[src/rtl/sr_drive_sequencer.sv]
// sr_drive_sequencer
//   Command stage in front of a synchronous-reset SR flip-flop. It accepts
//   set/reset/toggle commands on a valid/ready handshake and turns each one
//   into a clean s or r pulse of HOLD_CYC cycles. It never drives s and r
//   high together. It keeps its own model of the flip-flop state (exp_q),
//   compares q_fb against that model once per command, and counts the set
//   and reset drives it has issued.
//
// Ports
//   clk        rising-edge clock
//   reset      synchronous, active-high reset
//   cmd_valid  command present
//   cmd_op     00 NOP, 01 RESET, 10 SET, 11 TOGGLE
//   cmd_ready  high while idle (decoded from state)
//   s, r       registered set/reset drives to the flip-flop
//   q_fb       q returned from the flip-flop
//   busy       high while a command is in flight
//   exp_q      registered expected flip-flop state
//   mismatch   one-cycle pulse, the cycle after CHECK, when q_fb != exp_q
//   set_cnt    SET drives issued, saturating
//   rst_cnt    RESET drives issued, saturating
module sr_drive_sequencer #(
    parameter int unsigned HOLD_CYC = 2,
    parameter int unsigned GAP_CYC  = 1,
    parameter int unsigned CNT_W    = 8
) (
    input  logic             clk,
    input  logic             reset,
    input  logic             cmd_valid,
    input  logic [1:0]       cmd_op,
    output logic             cmd_ready,
    output logic             s,
    output logic             r,
    input  logic             q_fb,
    output logic             busy,
    output logic             exp_q,
    output logic             mismatch,
    output logic [CNT_W-1:0] set_cnt,
    output logic [CNT_W-1:0] rst_cnt
);

    if (HOLD_CYC < 1) begin : g_bad_hold
        $error("sr_drive_sequencer: HOLD_CYC must be at least 1");
    end

    typedef enum logic [1:0] {IDLE, DRIVE, CHECK, GAP} state_t;
    typedef enum logic [1:0] {
        OP_NOP    = 2'b00,
        OP_RESET  = 2'b01,
        OP_SET    = 2'b10,
        OP_TOGGLE = 2'b11
    } op_t;

    // One counter serves both the DRIVE hold time and the GAP time.
    localparam int unsigned MAX_PH = (HOLD_CYC > GAP_CYC) ? HOLD_CYC : GAP_CYC;
    localparam int unsigned TW     = (MAX_PH < 2) ? 1 : $clog2(MAX_PH + 1);
    localparam logic [TW-1:0] HOLD_LAST = TW'(HOLD_CYC - 1);
    localparam logic [TW-1:0] GAP_LAST  = TW'(GAP_CYC - 1);

    state_t          state, next_state;
    logic [TW-1:0]   phase_cnt;
    logic            drive_set;      // current DRIVE is an s pulse (else r)

    op_t             op;
    logic            accept, want_set, want_rst, start;

    logic            s_d, r_d, exp_q_d, mismatch_d, drive_set_d;
    logic [CNT_W-1:0] set_cnt_d, rst_cnt_d;

    assign cmd_ready = (state == IDLE);
    assign busy      = (state != IDLE);

    // TOGGLE resolves against the model, not against q_fb.
    assign op       = op_t'(cmd_op);
    assign accept   = cmd_valid & cmd_ready;
    assign want_set = (op == OP_SET)   | ((op == OP_TOGGLE) & ~exp_q);
    assign want_rst = (op == OP_RESET) | ((op == OP_TOGGLE) &  exp_q);
    assign start    = accept & (want_set | want_rst);

    // State register and phase counter.
    // NOTE: sequential state is assigned with <= so every flop samples the
    // pre-edge values; blocking assignments here would chain registers.
    always_ff @(posedge clk) begin
        if (reset) begin
            state     <= IDLE;
            phase_cnt <= '0;
        end else begin
            state     <= next_state;
            phase_cnt <= (next_state != state) ? '0 : phase_cnt + 1'b1;
        end
    end

    // Next-state logic.
    // NOTE: the default assignment at the top keeps this block purely
    // combinational; a path that leaves next_state unassigned infers a latch.
    always_comb begin
        next_state = state;
        unique case (state)
            IDLE:  if (start) next_state = DRIVE;
            DRIVE: if (phase_cnt == HOLD_LAST) next_state = CHECK;
            CHECK: next_state = (GAP_CYC == 0) ? IDLE : GAP;
            GAP:   if (phase_cnt == GAP_LAST) next_state = IDLE;
            default: next_state = IDLE;
        endcase
    end

    // Output logic: next values for the registered outputs.
    always_comb begin
        s_d         = 1'b0;
        r_d         = 1'b0;
        mismatch_d  = 1'b0;
        exp_q_d     = exp_q;
        drive_set_d = drive_set;
        set_cnt_d   = set_cnt;
        rst_cnt_d   = rst_cnt;

        if (start) begin
            drive_set_d = want_set;
            s_d         = want_set;
            r_d         = want_rst;
            exp_q_d     = want_set;
            if (want_set && set_cnt != '1) set_cnt_d = set_cnt + 1'b1;
            if (want_rst && rst_cnt != '1) rst_cnt_d = rst_cnt + 1'b1;
        end

        // Hold the pulse until the last DRIVE cycle; s and r are decoded
        // from a single flag, so they can never both be high.
        if (state == DRIVE && next_state == DRIVE) begin
            s_d = drive_set;
            r_d = ~drive_set;
        end

        if (state == CHECK) mismatch_d = q_fb ^ exp_q;
    end

    always_ff @(posedge clk) begin
        if (reset) begin
            s         <= 1'b0;
            r         <= 1'b0;
            exp_q     <= 1'b0;
            mismatch  <= 1'b0;
            drive_set <= 1'b0;
            set_cnt   <= '0;
            rst_cnt   <= '0;
        end else begin
            s         <= s_d;
            r         <= r_d;
            exp_q     <= exp_q_d;
            mismatch  <= mismatch_d;
            drive_set <= drive_set_d;
            set_cnt   <= set_cnt_d;
            rst_cnt   <= rst_cnt_d;
        end
    end

endmodule

[config.mk]
export PLATFORM = sky130hd
export DESIGN_NAME = sr_drive_sequencer
export DESIGN_NICKNAME = d
export VERILOG_FILES = /design/src/rtl/sr_drive_sequencer.sv
export SDC_FILE = /design/constraint.sdc
export NUM_CORES = 1
export LEC_CHECK = 0
export CORE_UTILIZATION = 52
export DETAILED_ROUTE_END_ITERATION = 8
export GPL_TIMING_DRIVEN = 0
export PLACE_DENSITY = 0.9
export SETUP_SLACK_MARGIN = 0.02
export SLEW_MARGIN = 20
export SYNTH_ARGS = -nofsm -noshare
export SYNTH_HDL_FRONTEND = slang
export SYNTH_SLANG_ARGS = --single-unit
[constraint.sdc]
create_clock -name clk -period 2.3 [get_ports clk]
set_input_delay 0.46 -clock clk [delete_from_list [all_inputs] [get_ports clk]]
set_output_delay 0.46 -clock clk [all_outputs]
set_load 0.005 [all_outputs]
==> key figures <==
Floorplanning
  • Number of top-level pins: 28
  • DIE AREA: around 2500 um2
  • Horizontal extent of the die: roughly 50 um
  • Chip height: approximately 50 um
  • Total number of placement rows: 16
  • Starting utilization of the core area: a little under three fifths
  • Core ar.: ~2000 um2

Clock tree
  • Cts-stage hold buffer count: 0
  • CTS tree: done
  • Root Driver: clkbuf_4
  • Clock buffer count from CTS: 3
  • Max H-tree Level: 1
  • Buffer depth of the longest clock path: 2
  • # clock sinks: 24
  • Worst-skew pair later-pin latency: 320 ps
  • Resized Gates After CTS: 0
  • Buffer count from post-CTS setup fixing: 0
  • Clk slew on worst S/H paths: about 120 ps

Setup path
  • Cell at the slowest stage of the critical path: clkdlybuf4s50_1
  • Crit path kind: reg2out
  • Capturing element type of the critical path: output port
  • Critical path startpoint category: flop
  • Data required time at the worst endpoint: 1840 ps
  • Peak per-stage delay on the critical path: between 500 and 600 ps
  • Cell breakdown of the critical path: nor2_1, clkdlybuf4s50_1
  • CP arrival: ~1500 ps
  • Largest fanout on the critical path: 8

Cells and area
  • Footprint of the multi-input gates: between 600 and 700 um2
  • Layout overhead on the synthesized area: 28.9%
  • Finished Core Util: between 70% and 80%
  • Diode insertion count for antenna repair: 0
  • Layout Cells excl Fill: 187
  • Layout Nets: 171
  • Share of final-layout standard cells stronger than drive strength 1: roughly 6.9%
  • Register area: 480 um2
  • Commonest non-fill, non-tap cell in the layout: clkdlybuf4s50_1
  • Commonest cells after routing, fill and taps aside: clkdlybuf4s50_1 (27), dfxtp_1 (24), nor2_1 (12), nand2_1 (9), a21oi_1 (8)
  • Fill cells: ~170

Timing
  • Final Critical Period: just under 2000 ps
  • Fmax: ~0.51 GHz
  • Setup clock skew after layout: roughly 5.9 ps
  • Worst slew slack as a fraction of its limit: around 66%
  • Final number of setup-violating endpoints: 0
  • Final Max Slew Viols: 0
  • RSZ-0062 raised after global routing: no
  • Worst slew pin tran: between 500 and 600 ps
  • Fin worst setup slack: around 350 ps
  • Hold violation count in the final report: 0
  • Final critical-path share of the clock period: about 85%
  • Fin Setup TNS: 0 ps

Synthesis
  • Net count after synthesis: 139
  • Async set or reset register ratio after synthesis: 0%
  • Mapped cell area: ~1200 um2
  • Top flip-flop cell by instance count after synthesis: dfxtp_1
  • Post-synth cell types: 39
  • Cell taking the most area after synthesis: dfxtp_1
  • Number of enable flip-flop cells after synthesis: 0
  • Fraction of post-synthesis cell area in the top cell type by area: 40.9%
  • Ys Warns: 0
  • Gate count after technology mapping: between 100 and 150
  • Synthesis-stage register bit count: 24
  • Average size of a mapped cell: between 9 and 10 um2
  • Leading cell types by total area after synthesis: dfxtp_1 (41%), ha_1 (4.3%), mux2i_1 (4.3%)
  • Fraction of the yosys area taken by sequential cells: just over 40%

Placement
  • Routability cong.: around 0.83
  • Number of cells after detailed placement: 183
  • Worst Setup Slack post-DPL: about 190 ps
  • HPWL after DPL: 1890 um
  • Number of buffer cells added on primary ports: 27

Status
  • Outcome: completed

GRT
  • Total track usage: 22.9%
  • First-pass GRT wire length: about 4400 um
  • Total grt overflow: 0
  • Initial antenna violation count: 0
  • Via count of the first global-routing pass: ~980
  • Largest net degree at the start of global routing: 14

Route
  • Number of DRC markers after the initial detailed-route iteration: 26
  • Number of antenna-violating nets in the routed design: 0
  • DR DRC count: 0
  • Total via count after detailed routing: ~1100
  • Routed vias/inst: around 5.9
  • Average wire per cell in the routed design: roughly 14 um
  • Drt total wl: ~2600 um
  • Router iterations before antenna repair: 4

Hold path
  • Hold Crit Class: reg2reg

Pwr
  • IR Drop Worst-Case VDD: approximately 0.47 mV
  • Ratio of total power to cell area: between 500 and 600 nW/um2
  • Leakage: ~0.55 nW

Job
  • Max-cap check violation count: 0
==> cells in the mapped netlist, types with 4 or more instances <==
library cell,n
dfxtp_1,24
nor2_1,12
nand2_1,9
a21oi_1,8
or3_1,6
mux2i_1,5
nand3_1,5
ha_1,4
inv_1,4
nand4_1,4
o21ai_0,4
==> kinds of logic after synthesis <==
family                     share of synthesized area, %
adders and majority gates                          4.26
xor gates and xnor gates                           2.98
AOI/OAI and AO/OA                                  16.6
and+or+nand+nor                                    28.1
buffers and inverters                              2.98
DFF                                                40.9
muxes                                              4.26
==> worst max-delay path: cells and delay by family, from the launching register on <==
family / cells / cell delay, ps
flip-flops: 1 / 390
AND/OR/NAND/NOR: 1 / 240
buffers and inverters: 1 / 540
==> final timing paths <==
path | from | endpoint | slack (ps) | cells after the start
max | state[0]$_SDFF_PP0_ | cmd_ready | 350 | 2
min | phase_cnt[0]$_SDFF_PP0_ | phase_cnt[0]$_SDFF_PP0_ | 470 | 1
max reg2reg | rst_cnt[0]$_SDFFE_PP0P_ | rst_cnt[7]$_SDFFE_PP0P_ | 680 | 5
min reg2reg | phase_cnt[0]$_SDFF_PP0_ | phase_cnt[0]$_SDFF_PP0_ | 470 | 1
==> routing by layer <==
metal | GRT usage (%) | share of wire, % | vias to the layer above
li1 | - | - | 542
met4 | 9.05 | 1.2 | 0
met5 | 0 | 0 | -
met2 | 39.0 | 48 | 42
met1 | 28.6 | 44 | 514
met3 | 3.70 | 7.4 | 3
==> power breakdown <==
group          total (mW)  leakage, nW  internal (mW)  switching, mW
clock               0.220       0.0210         0.0968          0.124
sequential          0.445        0.195          0.431         0.0135
combinational       0.131        0.333         0.0679         0.0629
total               0.796        0.548          0.596          0.200
==> area by class of cell <==
cell class | instances | share of cell area (%)
inverter | 4 | 0.990
multi-input combinational | 97 | 43.6
timing repair buffer | 27 | 17.8
sequential | 24 | 31.7
tap | 27 | 2.23
clock buffer | 4 | 2.39
buffer | 4 | 1.32
==> flip-flops by register name, indices dropped and copies added (netlist names) <==
register and flops:
rst_cnt 8, set_cnt 8, phase_cnt 2, state 2
drive_set 1, mismatch 1, r 1, s 1
==> stage by stage <==
| step | power (mW) | hold WS (ps) | cell area, um2 |
|---|---|---|---|
| after floorplan | 0.526 | 432 | 1180 |
| after global placement | 0.576 | 446 | 1480 |
| after detailed placement | 0.584 | 456 | 1480 |
| after CTS | 0.803 | 472 | 1520 |
| after global routing | 0.833 | 520 | 1520 |
| final | 0.796 | 470 | 1520 |
(Power assumes the default switching activity.)
